**src/rtl/snn_pkg.sv**
```systemverilog
// Shared constants and types for the SNN input loader slice.
//
// Contents:
//   NUM_PIXELS     - pixels per binary input image (784 = 28x28)
//   PIX_ADDR_W     - width of a pixel address
//   BITS_PER_BYTE  - pixels carried by one UART byte
//   loader_state_t - encoding of the loader control states
//   is_read_phase  - true in the states where the core owns the RAM port
package snn_pkg;

  localparam int NUM_PIXELS    = 784;
  localparam int PIX_ADDR_W    = 10;
  localparam int BITS_PER_BYTE = 8;

  typedef enum logic [2:0] {
    LD_IDLE      = 3'd0,
    LD_UNPACK    = 3'd1,
    LD_WAIT_BYTE = 3'd2,
    LD_START     = 3'd3,
    LD_RUN       = 3'd4
  } loader_state_t;

  function automatic logic is_read_phase(input logic [2:0] st);
    return (st == LD_START) || (st == LD_RUN);
  endfunction

endpackage

```
**src/rtl/snn_input_loader_if.sv**
```systemverilog
// Bus bundle between the input loader, the UART receiver and the network core.
//
// Signals:
//   rx_rdy          UART byte available (level, held until acknowledged)
//   rx_data[7:0]    UART received byte
//   rx_clr_rdy      one-cycle acknowledge back to the UART
//   addr_input_unit pixel read address from the core
//   q_input         pixel value, one cycle after the address
//   start           one-cycle pulse: image complete
//   core_done       core finished classification
//   busy            loader holds an image (loading or in use)
//   load_err        sticky mid-image timeout flag (0 unless the timeout build)
//
// Modports:
//   master - the environment side (UART + core)
//   slave  - the loader itself
interface snn_input_loader_if
  import snn_pkg::*;
#(
  parameter int ADDR_W = PIX_ADDR_W
);

  logic              rx_rdy;
  logic [7:0]        rx_data;
  logic              rx_clr_rdy;
  logic [ADDR_W-1:0] addr_input_unit;
  logic              q_input;
  logic              start;
  logic              core_done;
  logic              busy;
  logic              load_err;

  modport master (
    output rx_rdy, rx_data, addr_input_unit, core_done,
    input  rx_clr_rdy, q_input, start, busy, load_err
  );

  modport slave (
    input  rx_rdy, rx_data, addr_input_unit, core_done,
    output rx_clr_rdy, q_input, start, busy, load_err
  );

endinterface

```
**src/rtl/snn_input_loader_ram.sv**
```systemverilog
// input_bit_ram: single-port DEPTH x 1 synchronous RAM holding the unpacked
// input image. The read data is registered (one-cycle latency); a read of the
// address being written returns the old contents. Addresses at or beyond
// DEPTH read as 0 and ignore writes.
//
// Ports:
//   clk  - clock
//   data - write data bit
//   addr - read/write address
//   we   - write enable
//   q    - registered read data
module input_bit_ram
  import snn_pkg::*;
#(
  parameter int DEPTH  = NUM_PIXELS,
  parameter int ADDR_W = PIX_ADDR_W
) (
  input  logic              clk,
  input  logic              data,
  input  logic [ADDR_W-1:0] addr,
  input  logic              we,
  output logic              q
);

  logic mem [0:DEPTH-1];
  logic in_range;

  assign in_range = (int'(addr) < DEPTH);

  always_ff @(posedge clk) begin
    if (we && in_range) begin
      mem[addr] <= data;
    end
    q <= in_range ? mem[addr] : 1'b0;
  end

endmodule

```
**src/rtl/snn_input_loader.sv**
```systemverilog
// snn_input_loader: upstream feeder for the SNN core.
//
// Receives a NUM_PIXELS-pixel binary image from the UART as NUM_PIXELS/8
// bytes, unpacks each byte LSB first into a NUM_PIXELS x 1 RAM (byte k, bit b
// lands at pixel 8k+b), pulses start, then serves the core's 1-bit pixel
// reads until core_done re-arms it. Bytes that arrive while the core runs are
// left unacknowledged in the UART for the next image.
//
// Ports:
//   clk   - system clock, all flops on its rising edge
//   rst_n - synchronous active-low reset
//   bus   - snn_input_loader_if.slave (UART handshake, core read port,
//           start/core_done/busy/load_err)
//
// Optional build macro SNN_LOADER_TIMEOUT_EN: a gap counter aborts a load
// that idles TIMEOUT_CYCLES cycles between bytes, returning to IDLE with the
// sticky load_err flag set. Without it the loader waits indefinitely and
// load_err is tied low.
module snn_input_loader
  import snn_pkg::*;
#(
  parameter int NUM_PIXELS     = snn_pkg::NUM_PIXELS,
  parameter int ADDR_W         = PIX_ADDR_W,
  parameter int TIMEOUT_CYCLES = 1048576
) (
  input logic              clk,
  input logic              rst_n,
  snn_input_loader_if.slave bus
);

  localparam logic [2:0] ST_IDLE      = LD_IDLE;
  localparam logic [2:0] ST_UNPACK    = LD_UNPACK;
  localparam logic [2:0] ST_WAIT_BYTE = LD_WAIT_BYTE;
  localparam logic [2:0] ST_START     = LD_START;
  localparam logic [2:0] ST_RUN       = LD_RUN;

  localparam logic [ADDR_W-1:0] LAST_PIX = ADDR_W'(NUM_PIXELS - 1);

  // Reject configurations the unpacker cannot serve.
  if ((NUM_PIXELS % BITS_PER_BYTE) != 0 || NUM_PIXELS > (1 << ADDR_W) ||
      TIMEOUT_CYCLES < 1) begin : g_bad_cfg
    $error("snn_input_loader: invalid NUM_PIXELS/ADDR_W/TIMEOUT_CYCLES");
  end

  logic [2:0]        state;
  logic [7:0]        shift_p0;
  logic [2:0]        bit_cnt;
  logic [ADDR_W-1:0] pix_cnt;
  logic              rx_clr_q;
  logic              busy_q;
  logic              rd_vld_p1;
  logic              read_phase;
  logic              timeout_hit;

  logic [ADDR_W-1:0] ram_addr;
  logic              ram_we;
  logic              ram_q;

  assign read_phase = is_read_phase(state);

  // The loader owns the RAM port while filling; the core owns it from START.
  assign ram_addr = read_phase ? bus.addr_input_unit : pix_cnt;
  assign ram_we   = (state == ST_UNPACK);

  input_bit_ram #(
    .DEPTH  (NUM_PIXELS),
    .ADDR_W (ADDR_W)
  ) u_ram (
    .clk  (clk),
    .data (shift_p0[0]),
    .addr (ram_addr),
    .we   (ram_we),
    .q    (ram_q)
  );

  // ---- control FSM / byte unpacker ------------------------------------------
  always_ff @(posedge clk) begin
    if (!rst_n) begin
      state     <= ST_IDLE;
      shift_p0  <= '0;
      bit_cnt   <= '0;
      pix_cnt   <= '0;
      rx_clr_q  <= 1'b0;
      busy_q    <= 1'b0;
      rd_vld_p1 <= 1'b0;
    end else begin
      rx_clr_q  <= 1'b0;
      rd_vld_p1 <= read_phase;
      case (state)
        ST_IDLE: begin
          if (bus.rx_rdy) begin
            shift_p0 <= bus.rx_data;
            rx_clr_q <= 1'b1;
            busy_q   <= 1'b1;
            pix_cnt  <= '0;
            bit_cnt  <= '0;
            state    <= ST_UNPACK;
          end
        end
        ST_UNPACK: begin
          shift_p0 <= shift_p0 >> 1;
          pix_cnt  <= pix_cnt + 1'b1;
          bit_cnt  <= bit_cnt + 3'd1;
          // bit_cnt wraps to 0 by itself after the eighth bit.
          if (bit_cnt == 3'd7) begin
            state <= (pix_cnt == LAST_PIX) ? ST_START : ST_WAIT_BYTE;
          end
        end
        ST_WAIT_BYTE: begin
          if (bus.rx_rdy) begin
            shift_p0 <= bus.rx_data;
            rx_clr_q <= 1'b1;
            state    <= ST_UNPACK;
          end else if (timeout_hit) begin
            busy_q <= 1'b0;
            state  <= ST_IDLE;
          end
        end
        ST_START: begin
          state <= ST_RUN;
        end
        ST_RUN: begin
          if (bus.core_done) begin
            busy_q <= 1'b0;
            state  <= ST_IDLE;
          end
        end
        default: begin
          state <= ST_IDLE;
        end
      endcase
    end
  end

  // ---- mid-image gap watchdog -----------------------------------------------
`ifdef SNN_LOADER_TIMEOUT_EN
  localparam int GAP_W = $clog2(TIMEOUT_CYCLES + 1);

  logic [GAP_W-1:0] gap_cnt;
  logic             load_err_q;

  // gap_cnt holds the number of earlier idle cycles, so the abort lands on
  // the TIMEOUT_CYCLES-th cycle spent waiting.
  assign timeout_hit = (state == ST_WAIT_BYTE) && !bus.rx_rdy &&
                       (gap_cnt == GAP_W'(TIMEOUT_CYCLES - 1));

  always_ff @(posedge clk) begin
    if (!rst_n) begin
      gap_cnt    <= '0;
      load_err_q <= 1'b0;
    end else begin
      if ((state == ST_WAIT_BYTE) && !bus.rx_rdy) begin
        gap_cnt <= gap_cnt + 1'b1;
      end else begin
        gap_cnt <= '0;
      end
      if (timeout_hit) begin
        load_err_q <= 1'b1;
      end else if ((state == ST_IDLE) && bus.rx_rdy) begin
        load_err_q <= 1'b0;
      end
    end
  end

  assign bus.load_err = load_err_q;
`else
  assign timeout_hit  = 1'b0;
  assign bus.load_err = 1'b0;
`endif

  // ---- outputs --------------------------------------------------------------
  assign bus.rx_clr_rdy = rx_clr_q;
  assign bus.busy       = busy_q;
  assign bus.start      = (state == ST_START);
  // RAM data is only meaningful for addresses the core issued while it owned
  // the port, and the pixel output stays low outside START/RUN.
  assign bus.q_input    = ram_q & rd_vld_p1 & read_phase;

endmodule

```
**src/flat_wrapper.sv**
```systemverilog
// flat-port wrapper written by rule: the top's interface ports become plain ports
module snn_input_loader_flat import snn_pkg::*;
#(
  parameter int NUM_PIXELS     = snn_pkg::NUM_PIXELS,
  parameter int ADDR_W         = PIX_ADDR_W,
  parameter int TIMEOUT_CYCLES = 1048576
)
  (clk, rst_n, bus_rx_rdy, bus_rx_data, bus_addr_input_unit, bus_core_done, bus_rx_clr_rdy, bus_q_input, bus_start, bus_busy, bus_load_err);
  snn_input_loader_if #(.ADDR_W(ADDR_W)) bus_i ();
  input logic clk;
  input logic rst_n;
  input wire logic [$bits(bus_i.rx_rdy)-1:0] bus_rx_rdy;
  input wire logic [$bits(bus_i.rx_data)-1:0] bus_rx_data;
  input wire logic [$bits(bus_i.addr_input_unit)-1:0] bus_addr_input_unit;
  input wire logic [$bits(bus_i.core_done)-1:0] bus_core_done;
  output wire logic [$bits(bus_i.rx_clr_rdy)-1:0] bus_rx_clr_rdy;
  output wire logic [$bits(bus_i.q_input)-1:0] bus_q_input;
  output wire logic [$bits(bus_i.start)-1:0] bus_start;
  output wire logic [$bits(bus_i.busy)-1:0] bus_busy;
  output wire logic [$bits(bus_i.load_err)-1:0] bus_load_err;
  assign bus_i.rx_rdy = bus_rx_rdy;
  assign bus_i.rx_data = bus_rx_data;
  assign bus_i.addr_input_unit = bus_addr_input_unit;
  assign bus_i.core_done = bus_core_done;
  assign bus_rx_clr_rdy = bus_i.rx_clr_rdy;
  assign bus_q_input = bus_i.q_input;
  assign bus_start = bus_i.start;
  assign bus_busy = bus_i.busy;
  assign bus_load_err = bus_i.load_err;
  snn_input_loader #(.NUM_PIXELS(NUM_PIXELS), .ADDR_W(ADDR_W), .TIMEOUT_CYCLES(TIMEOUT_CYCLES)) u_core (.clk(clk), .rst_n(rst_n), .bus(bus_i));
endmodule
```
**config.mk**
```make
export PLATFORM = sky130hd
export DESIGN_NAME = snn_input_loader_flat
export DESIGN_NICKNAME = d
export VERILOG_FILES = /design/src/rtl/snn_pkg.sv /design/src/rtl/snn_input_loader_if.sv /design/src/rtl/snn_input_loader_ram.sv /design/src/rtl/snn_input_loader.sv /design/src/flat_wrapper.sv
export SDC_FILE = /design/constraint.sdc
export NUM_CORES = 1
export LEC_CHECK = 0
export CORE_MARGIN = 10
export CORE_UTILIZATION = 45
export DETAILED_ROUTE_END_ITERATION = 16
export DONT_BUFFER_PORTS = 1
export PLACE_DENSITY = 0.7
export SLEW_MARGIN = 30
export SYNTH_ARGS = -nofsm -noshare
export SYNTH_HDL_FRONTEND = slang
export SYNTH_SLANG_ARGS = --single-unit
```
**constraint.sdc**
```tcl
create_clock -name clk -period 13.9 [get_ports clk]
set_clock_uncertainty 0.1 [all_clocks]
set_input_delay 2.085 -clock clk [delete_from_list [all_inputs] [get_ports clk]]
set_output_delay 2.085 -clock clk [all_outputs]
set_load 0.01 [all_outputs]
```
==> impl_metrics.csv <==
group,metric,value,unit
layout,final_common_cell,"nor2_1",
setup_path,cp-end-kind,"register",
timing,rsz0062_at_grt,"false",
setup_path,critPathLaunchType,"input pin",
min_path,min_to,"u_core.shift_p0[7]",
synthesis,ys_seq_area_share,67.2,%
timing,fin_crit_sh,43.0,%
timing,finalSetupViolations,0,
clocking,cts.clk_slew.worst_paths,60,ps
clocking,cts.path.max_buffers,3,
global_route,grtUsageTotal,21.4,%
layout,final.fill_count,6698,
floorplan,pin_count,27,
timing,tightest_slew,1330,ps
synthesis,synth-edff-count,784,
drt,via_per_inst,6.09,
placement,hpwl,50500,µm
timing,finalCriticalPeriod,5980,ps
setup_path,cp.required,14260,ps
drt,drtPass1Iterations,6,
clocking,cts.sinks,812,
synthesis,syn-cell-area,35900,µm²
setup_path,crit_type,"in -> reg",
timing,tns,0,ps
global_route,antenna_found_initial,3,
synthesis,synth_top_family_by_area,"simple AND/OR/NAND/NOR gates",
drt,routed_wl,101000,µm
clocking,cts_setup_buffers,0,
setup_path,ff2ff_setup_slack,8530,ps
setup_path,worst_path_max_delay_cell,"buf_4",
global_route,grt_pass1_vias,22700,
drt,first_iter_violations,3572,
clocking,tritoncts,"done",
synthesis,syn_nets,2904,
timing,maxSlewHeadroom,11.6,%
clocking,ctsHoldBuffers,0,
power_and_ir_drop,peakVddDrop,77.7,µV
timing,final-hold-violation-count,0,
clocking,insertion_delay,630,ps
synthesis,synthArstFlopShare,0,%
min_path,min_path_type,"reg -> reg",
min_path,holdPathStages,2,
placement,post-place-ws,7000,ps
setup_path,path_max_fanout,66,
setup_path,path_buf_inv,3,
timing,fmax,167,MHz
setup_path,critPathArrivalTime,6340,ps
min_path,min-delay-start,"u_core.shift_p0[7]",
setup_path,r2r-start,"u_core.state[1]",
setup_path,reg2reg_to,"u_core.u_ram.mem[222]",
setup_path,crit_chain,"nor3_1 > o21ai_2 > o311ai_4 > buf_4 > buf_12 > buf_4 > mux2i_1 > o22ai_1 > nor4_1 > nand2_1 > a22oi_1 > nand2_1 > a22oi_2 > a41oi_2",
placement,port_buffers,0,
setup_path,crit_path_max_incr_delay,820,ps
floorplan,start_util,45.4,%
synthesis,yosys_warnings,0,
floorplan,core_area,79000,µm²
flow_run,cap_violations,0,
drt,dr_total_vias,23700,
clocking,cts_resized,0,
synthesis,postSynthAreaPerCell,12.5,µm²
setup_path,worstRegToRegCells,12,
floorplan,die_w,302,µm
drt,drcViolationCount,0,
floorplan,die_area,91400,µm²
synthesis,synth-xor-area-share,0,%
synthesis,synth_simple_gate_area_share,13.4,%
drt,ant_nets,0,
clocking,root_buffer,"clkbuf_16",
power_and_ir_drop,powerDensity,148,nW/µm²
global_route,grt-ovfl-total,0,
clocking,htreeDepth,3,
synthesis,synth_compound_area_share,5.29,%
synthesis,syn_inst,2879,
placement,place_congestion,0.827,
layout,area_growth,8.93,%
power_and_ir_drop,leakagePower,0.0135,µW
synthesis,yosys.area_share.adder,0.105,%
synthesis,ys.flop_type,"edfxtp_1",
setup_path,worst_path_dominant_cell_family,"buffers and inverters",
timing,worst_slack,7920,ps
outcome,run_status,"completed",
floorplan,die_height,302,µm
layout,layout.nets,2801,
drt,wl_per_cell,25.9,µm
synthesis,synth-seq-cells,812,
synthesis,yosys.cell_types.count,58,
synthesis,synthMuxAreaShare,10.3,%
floorplan,rows,103,
clocking,cts_buffers,81,
global_route,grt_pass1_wl,146000,µm
timing,maxSlewViolCount,0,
layout,mostFrequentLayoutCells,"nor2_1, edfxtp_1, mux2i_1",
layout,drive_above_1_share,8.22,%
global_route,grt_max_degree,271,
## area by class of cell
class | count | area (µm²) | share of cell area [%]
clock inverter | 38 | 315 | 0.807
sequential | 812 | 24100 | 61.7
tap | 1050 | 1310 | 3.36
clock buffer | 105 | 2200 | 5.64
multi-input combinational | 1814 | 10600 | 27.0
timing repair buffer | 65 | 573 | 1.47
antenna | 1 | 2.50 | 0.00640
inverter | 2 | 7.51 | 0.0192
## worst min-delay path: cells and delay by family (launching register included)
kind,cells,cell delay [ps]
flops,1,310
simple gates,1,60
compound gates,1,70
## report_power, final
part / leakage (µW) / switching (µW) / internal, µW
Sequential: 0.00740 / 21.1 / 2810
Combinational: 0.00486 / 566 / 275
Clock: 0.00120 / 915 / 1190
Total: 0.0135 / 1500 / 4280
## sequential cells by signal, indices dropped and copies added, names as in the netlist
register	count
u_core.bit_cnt	3
u_core.state	3
u_core.bus.busy	1
u_core.bus.rx_clr_rdy	1
u_core.shift_p0	8
u_core.u_ram.q	1
u_core.rd_vld_p1	1
u_core.pix_cnt	10
u_core.u_ram.mem	784
## cells by family (layout without fill, tap and decap cells)
kind of cell	Yosys count	in the layout
adders and majority gates	3	3
muxes	370	370
and+or+nand+nor	1157	1157
buffers and inverters	253	210
other	1	2
AOI/OAI and AO/OA	283	283
DFF	812	812
## metal layers
metal	share of wire, %	wire length, µm	up-vias	global-route usage, %
li1	-	-	10200	-
met1	37	37100	11900	26.6
met2	49	49300	1330	36.6
met3	10	10200	258	3.54
met4	4.2	4260	0	9.24
met5	0	0	-	0
## how the worst max path moves through the flow
stage	slack (ps)	depth (start not counted)	endpoint	from
6_report	7920	14	u_core.u_ram.q	bus_addr_input_unit[0]
5_1_grt	7790	14	u_core.u_ram.q	bus_addr_input_unit[0]
4_1_cts	7630	14	u_core.u_ram.q	bus_addr_input_unit[0]
3_5_place_dp	7000	14	u_core.u_ram.q	bus_addr_input_unit[0]
3_3_place_gp	7050	14	u_core.u_ram.q	bus_addr_input_unit[0]
2_1_floorplan	1770	0	u_core.u_ram.mem[0]	u_core.shift_p0[0]
## through the flow
stage | area, µm² | cells | hold WS (ps) | power (µW) | util, %
5_1_grt | 39100 | 3886 | 415 | 5920 | 49.5
2_1_floorplan | 35900 | 2879 | 349 | 3600 | -
3_5_place_dp | 36400 | 3741 | 383 | 3690 | 46.1
6_report | 39100 | 3887 | 392 | 5780 | 49.5
4_1_cts | 38900 | 3884 | 389 | 5770 | 49.3
3_3_place_gp | 36400 | 3741 | 363 | 3670 | 46.1
## Yosys cell counts, types with 2 or more instances
cell type    n  area share (%)
nor2b_1     16            0.28
nand2b_1     4           0.070
and3_1       8            0.14
a311oi_1     3           0.073
a22oi_1      5            0.10
and2_1       9            0.16
nor3_1      24            0.33
buf_6       22            0.69
o211a_1      7            0.20
a21oi_1     25            0.35
inv_1        2           0.021
o311a_4      2            0.12
dfxtp_1     28             1.6
o21ai_0     22            0.31
nand4_2      2           0.070
nand4_1     14            0.24
a32oi_1      4           0.098
o311ai_4     2            0.15
or3_1        2           0.035
o311ai_2     2           0.091
nor2_1     817             8.5
o21ai_1      7           0.098
nand2_1    148             1.5
clkbuf_1   109             1.1
mux2i_1    370              10
buf_2       80             1.1
o21ai_2      5            0.12
nand3_1     36            0.50
nor2_4       4            0.13
nor3b_1      8            0.17
ha_1         3            0.10
nand2_2      6            0.10
a31oi_1      7            0.12
buf_4       27            0.56
nor4_1      47            0.82
nand3b_1     4           0.084
buf_1       13            0.14
o311a_1      3           0.084
o22ai_1    177             3.1
edfxtp_1   784              66
a21boi_0     4           0.084
Power figures use the tool's default switching activity.
